### config.mk
export PLATFORM = sky130hd
export DESIGN_NAME = mem_bus_arbiter
export DESIGN_NICKNAME = d
export VERILOG_FILES = /design/src/rtl/mem_bus_arbiter.sv
export SDC_FILE = /design/constraint.sdc
export NUM_CORES = 1
export LEC_CHECK = 0
export ABC_AREA = 0
export BUFFER_PORTS_ARGS = -buffer_cell sky130_fd_sc_hd__buf_2
export CAP_MARGIN = 20
export CORE_AREA = 10 10 128 130
export DETAILED_ROUTE_END_ITERATION = 10
export DIE_AREA = 0 0 138 140
export PLACE_DENSITY = 0.62
export SLEW_MARGIN = 20
export SYNTH_ARGS = -nofsm -noshare
export SYNTH_HDL_FRONTEND = slang
export SYNTH_SLANG_ARGS = --single-unit
### constraint.sdc
create_clock -name clk -period 2.9 [get_ports clk]
set_clock_uncertainty 0.15 [all_clocks]
set_input_delay 0.87 -clock clk [delete_from_list [all_inputs] [get_ports clk]]
set_output_delay 0.87 -clock clk [all_outputs]
set_load 0.05 [all_outputs]
### src/rtl/mem_bus_arbiter.sv
`default_nettype none
// ============================================================================
//  Module   : mem_bus_arbiter
//  Purpose  : Two-master round-robin arbiter in front of a single native
//             memory-bus slave (RAM plus peripheral decode). Master 0 is the
//             CPU core, master 1 the loader/debug port. A granted transfer
//             that waits too long on the slave is aborted with an error
//             response, a one-cycle timeout_err pulse and error bookkeeping.
//  Revision : 1.0 - initial release
// ----------------------------------------------------------------------------
//  Parameters
//    TIMEOUT_CYCLES : wait cycles allowed in a grant before a forced abort
//                     (2..65535)
//    ERR_RDATA      : read data returned to the master on an aborted transfer
//  Ports
//    clk, resetn                        : clock, asynchronous active-low reset
//    m0_valid/instr/addr/wdata/wstrb    : master 0 request
//    m0_ready/rdata                     : master 0 response
//    m1_valid/instr/addr/wdata/wstrb    : master 1 request
//    m1_ready/rdata                     : master 1 response
//    s_valid/instr/addr/wdata/wstrb     : request towards the shared slave
//    s_ready/rdata                      : slave response
//    timeout_err                        : one-cycle pulse while aborting
//    err_addr                           : address of most recent abort
//    err_count                          : saturating abort count
// ============================================================================
module mem_bus_arbiter #(
    parameter int unsigned TIMEOUT_CYCLES = 255,
    parameter logic [31:0] ERR_RDATA      = 32'hDEAD_BEEF
) (
    input  logic        clk,
    input  logic        resetn,

    input  logic        m0_valid,
    input  logic        m0_instr,
    input  logic [31:0] m0_addr,
    input  logic [31:0] m0_wdata,
    input  logic [3:0]  m0_wstrb,
    output logic        m0_ready,
    output logic [31:0] m0_rdata,

    input  logic        m1_valid,
    input  logic        m1_instr,
    input  logic [31:0] m1_addr,
    input  logic [31:0] m1_wdata,
    input  logic [3:0]  m1_wstrb,
    output logic        m1_ready,
    output logic [31:0] m1_rdata,

    output logic        s_valid,
    output logic        s_instr,
    output logic [31:0] s_addr,
    output logic [31:0] s_wdata,
    output logic [3:0]  s_wstrb,
    input  logic        s_ready,
    input  logic [31:0] s_rdata,

    output logic        timeout_err,
    output logic [31:0] err_addr,
    output logic [7:0]  err_count
);

    localparam logic [15:0] c_wait_last = 16'(TIMEOUT_CYCLES - 1);

    typedef enum logic [1:0] {
        ST_IDLE   = 2'd0,
        ST_GRANT0 = 2'd1,
        ST_GRANT1 = 2'd2,
        ST_ABORT  = 2'd3
    } state_t;

    state_t      r_state;
    state_t      w_state_next;
    logic        r_last_grant;
    logic [15:0] r_wait_cnt;
    logic [31:0] r_err_addr;
    logic [7:0]  r_err_count;

    // r_last_grant is updated on entry to a grant, so while in GRANTx or
    // ABORT it names the master that currently owns the bus.
    logic        w_granted;
    logic        w_own_valid;
    logic        w_own_instr;
    logic [31:0] w_own_addr;
    logic [31:0] w_own_wdata;
    logic [3:0]  w_own_wstrb;

    assign w_granted   = (r_state == ST_GRANT0) || (r_state == ST_GRANT1);
    assign w_own_valid = r_last_grant ? m1_valid : m0_valid;
    assign w_own_instr = r_last_grant ? m1_instr : m0_instr;
    assign w_own_addr  = r_last_grant ? m1_addr  : m0_addr;
    assign w_own_wdata = r_last_grant ? m1_wdata : m0_wdata;
    assign w_own_wstrb = r_last_grant ? m1_wstrb : m0_wstrb;

    // Masters hold valid until they see ready, so a request raised while the
    // bus is busy is simply still present at the next IDLE cycle.
    always_comb begin
        w_state_next = r_state;
        case (r_state)
            ST_IDLE: begin
                if (m0_valid && m1_valid) begin
                    w_state_next = r_last_grant ? ST_GRANT0 : ST_GRANT1;
                end else if (m0_valid) begin
                    w_state_next = ST_GRANT0;
                end else if (m1_valid) begin
                    w_state_next = ST_GRANT1;
                end
            end
            ST_GRANT0, ST_GRANT1: begin
                // Completion (or withdrawal) takes priority over the timeout,
                // so a ready on the terminal wait cycle finishes normally.
                if (!w_own_valid || s_ready) begin
                    w_state_next = ST_IDLE;
                end else if (r_wait_cnt == c_wait_last) begin
                    w_state_next = ST_ABORT;
                end
            end
            ST_ABORT: begin
                w_state_next = ST_IDLE;
            end
            default: begin
                w_state_next = ST_IDLE;
            end
        endcase
    end

    always_comb begin
        s_valid     = 1'b0;
        s_instr     = 1'b0;
        s_addr      = '0;
        s_wdata     = '0;
        s_wstrb     = '0;
        m0_ready    = 1'b0;
        m0_rdata    = '0;
        m1_ready    = 1'b0;
        m1_rdata    = '0;
        timeout_err = 1'b0;
        if (w_granted) begin
            s_valid = w_own_valid;
            s_instr = w_own_instr;
            s_addr  = w_own_addr;
            s_wdata = w_own_wdata;
            s_wstrb = w_own_wstrb;
            if (r_last_grant) begin
                m1_ready = s_ready;
                m1_rdata = s_rdata;
            end else begin
                m0_ready = s_ready;
                m0_rdata = s_rdata;
            end
        end else if (r_state == ST_ABORT) begin
            timeout_err = 1'b1;
            if (r_last_grant) begin
                m1_ready = 1'b1;
                m1_rdata = ERR_RDATA;
            end else begin
                m0_ready = 1'b1;
                m0_rdata = ERR_RDATA;
            end
        end
    end

    always_ff @(posedge clk or negedge resetn) begin
        if (!resetn) begin
            r_state      <= ST_IDLE;
            r_last_grant <= 1'b1;
            r_wait_cnt   <= '0;
            r_err_addr   <= '0;
            r_err_count  <= '0;
        end else begin
            r_state <= w_state_next;

            if (r_state == ST_IDLE) begin
                if (w_state_next == ST_GRANT0) begin
                    r_last_grant <= 1'b0;
                end else if (w_state_next == ST_GRANT1) begin
                    r_last_grant <= 1'b1;
                end
            end

            // Held at zero outside a grant, which clears it on grant entry.
            if (w_granted) begin
                if (!s_ready) begin
                    r_wait_cnt <= r_wait_cnt + 16'd1;
                end
            end else begin
                r_wait_cnt <= '0;
            end

            if (r_state == ST_ABORT) begin
                r_err_addr <= w_own_addr;
                if (r_err_count != 8'hFF) begin
                    r_err_count <= r_err_count + 8'd1;
                end
            end
        end
    end

    assign err_addr  = r_err_addr;
    assign err_count = r_err_count;

endmodule
`default_nettype wire

==> results.tsv <==
metric	value	unit
register area	0.001481	sq mm
distinct cell type count after synthesis	37	
Worst Hold Class	reg -> reg	
TritonCTS clock tree	built	
slowest cell on the critical path	dfrtp_1	
CP max FO	12	
worst slew pin tran	652.2	ps
DR pass1 iterations	5	
IO Port Bufs	351	
Die Span Y	140	microns
Starting Density	30.10	%
vias in the first global route	5050	
clock root cell	clkbuf_16	
num rows	43	
IO Count	352	
Vias/cell	4.815	
crit path cell chain	inv_2, ha_4, buf_6, and2_4, clkbuf_16, a21o_2, buf_8	
Top FF cell, synth	dfrtp_1	
Worst-path clk slew	50	ps
worst path required time	1880	ps
area share of fa/ha/maj cells after synthesis	2.113	%
Worst Path Buf+Inv	4	
RePlAce Congestion	0.9366	
initial antenna violation count	8	
post-synthesis mux area share	18.17	%
routed len/inst	19.22	microns
Area growth syn-to-layout	74.52	%
largest net degree at the start of global routing	70	
CTS HTree Levels	3	
first-pass GRT wire length	29480	microns
endpoints failing setup	1	
fin. max-slew vios	0	
xor and xnor fraction of the mapped netlist area	2.747	%
startpoint type of the worst setup path	flip-flop	
clk_lat worst skew	320	ps
Max clock buf depth	2	
DRC Markers	0	
CTS hold repair buffers	0	
main combinational cell family by area after synthesis	simple AND/OR/NAND/NOR gates	
drt first-iter violations	113	
Post-synth ARST share	100.0	%
status	finished with violations	
RSZ-0062 raised after global routing	true	
min cycle time layout	2910	ps
max-cap check violation count	0	
final setup TNS	-9.875	ps
Total Nets Final	1026	
syn_area_per_cell	8.391	sq um
Fill cells	1342	
Routed Antenna Nets	0	
worst rel slew slack	56.52	%
Overflow after GRT	0	
final core occ	52.53	%
Yosys reg bits	59	
CTS Buf Count	9	
syn nets	676	
Final WS setup	-9.875	ps
Clock Sinks	59	
post-DP HPWL	15850	microns
CP arrival	1890	ps
Post-synth EDFFs	0	
Top delay family on crit path	buffers and inverters	
Max Fclk	0.3437	GHz
crit path kind	reg -> out	
compound-cell area share of the yosys netlist	15.12	%
Post-Syn Area	0.004145	sq mm
routed vias	4984	
multi-input logic area	0.002739	sq mm
global-route usage over all layers	18.68	%
Die ar.	0.01932	sq mm
Seq/Total Area, Yosys	35.65	%
violated checks	negative setup slack	
Core Area	0.01377	sq mm
Die Width	138	microns
Tcrit/Tclk final	100.3	%
max incr delay on CP	400	ps
Simple-Gate Fraction of Synth Area	21.91	%
layout cells sized above 1	54.48	%
Post-Synthesis Cells	494	
Final Hold Fails	0	
Synth Warn #	0	
crit end category	primary output	
final WL	19890	microns
cells in the final DEF, fill, tap and decap left out, drive strengths merged:
| cell type | count |
|---|---|
| a21oi | 41 |
| mux2 | 2 |
| nor3 | 3 |
| nand3 | 4 |
| o2bb2ai | 1 |
| a21o | 48 |
| nand2 | 13 |
| dfrtp | 58 |
| nor2b | 3 |
| xnor2 | 8 |
| ha | 7 |
| inv | 5 |
| nor3b | 1 |
| bufbuf | 1 |
| nor4 | 4 |
| or4 | 1 |
| clkbuf | 22 |
| nand2b | 3 |
| nand3b | 1 |
| and4 | 3 |
| and2 | 9 |
| diode | 7 |
| nand4 | 5 |
| or3 | 6 |
| dfstp | 1 |
| nand4b | 2 |
| and3b | 1 |
| xor2 | 5 |
| buf | 371 |
| o21ai | 9 |
| and3 | 12 |
| nor2 | 124 |
| o21a | 1 |
| mux2i | 73 |
path summary, 6_finish.rpt:
path / from / end / slack (ps) / depth (start not counted)
min in group asynchronous: resetn / err_addr[12] / 380 / 1
worst max-delay path: r_state[1] / m1_rdata[23] / -10 / 7
worst min register to register: err_count[0] / err_count[0] / 360 / 1
max in group asynchronous: resetn / r_last_grant / 1560 / 2
worst min-delay path: err_count[0] / err_count[0] / 360 / 1
worst max register to register: r_wait_cnt[10] / r_last_grant / 360 / 7
synth_stat cells (2+ instances only):
master    number  area, sq um
a21o_1        48        360.4
a21oi_1       41        205.2
and2_1         9        56.30
and3_1        12        75.07
and4_1         3        26.28
buf_1          6        22.52
buf_2          7        35.03
clkbuf_1      27        101.4
dfrtp_1       58         1451
ha_1           7        87.58
inv_1          4        15.01
mux2_2         2        22.52
mux2i_1       73        730.7
nand2_1       13        48.80
nand2b_1       3        18.77
nand3_1        4        20.02
nand4_1        4        25.02
nand4b_1       2        17.52
nor2_1       124        465.5
nor2b_1        3        18.77
nor3_1         3        15.01
nor4_1         4        25.02
o21ai_0        9        45.04
or3_1          4        25.02
xnor2_1        8        70.07
xor2_1         5        43.79
cell type report:
class / count / share of cell area, %
Inverter: 5 / 0.2940
Sequential cell: 59 / 20.48
Clock buffer: 15 / 3.424
Tap cell: 180 / 3.113
Antenna cell: 7 / 0.2421
Multi-Input combinational cell: 390 / 37.86
Timing Repair Buffer: 379 / 34.59
registers in the layout (all words and copies together) (netlist names):
register	count
err_addr	32
err_count	8
r_last_grant	1
r_state	2
r_wait_cnt	16
logic make-up after synthesis:
family / Yosys count
and+or+nand+nor: 195
AOI/OAI and AO/OA: 100
muxes: 75
DFF: 59
buffers and inverters: 45
xor gates and xnor gates: 13
adders and majority gates: 7
per-stage QoR:
stage / worst slack [ps] / hold slack [ps] / area [sq um] / cells
after detailed placement: 164.6 / 350.7 / 6290 / 1002
after global placement: 208.7 / 350.7 / 6290 / 1002
final: -9.875 / 361.5 / 7234 / 1035
after floorplan: -68.59 / 362.9 / 4223 / 494
after CTS: -32.48 / 362.0 / 6874 / 1022
after global routing: -58.42 / 381.7 / 7229 / 1033
timing repair:
item,CTS,global route
cloned,1,1
pin swaps,0,7
endpoints found under the setup margin,106,110
setup buffers,4,5
gates resized for setup,88,82
routing by layer:
| layer | GRT usage (%) | routed length [microns] | up-vias |
|---|---|---|---|
| met5 | 0 | 13 | - |
| met4 | 6.715 | 365 | 2 |
| met3 | 7.370 | 1965 | 25 |
| met2 | 30.70 | 9662 | 282 |
| met1 | 21.57 | 7887 | 2260 |
| li1 | - | - | 2415 |
Power is left out: the tool's default activity adds up to more than one toggle a clock period on the data nets, which glitch-free logic cannot reach.
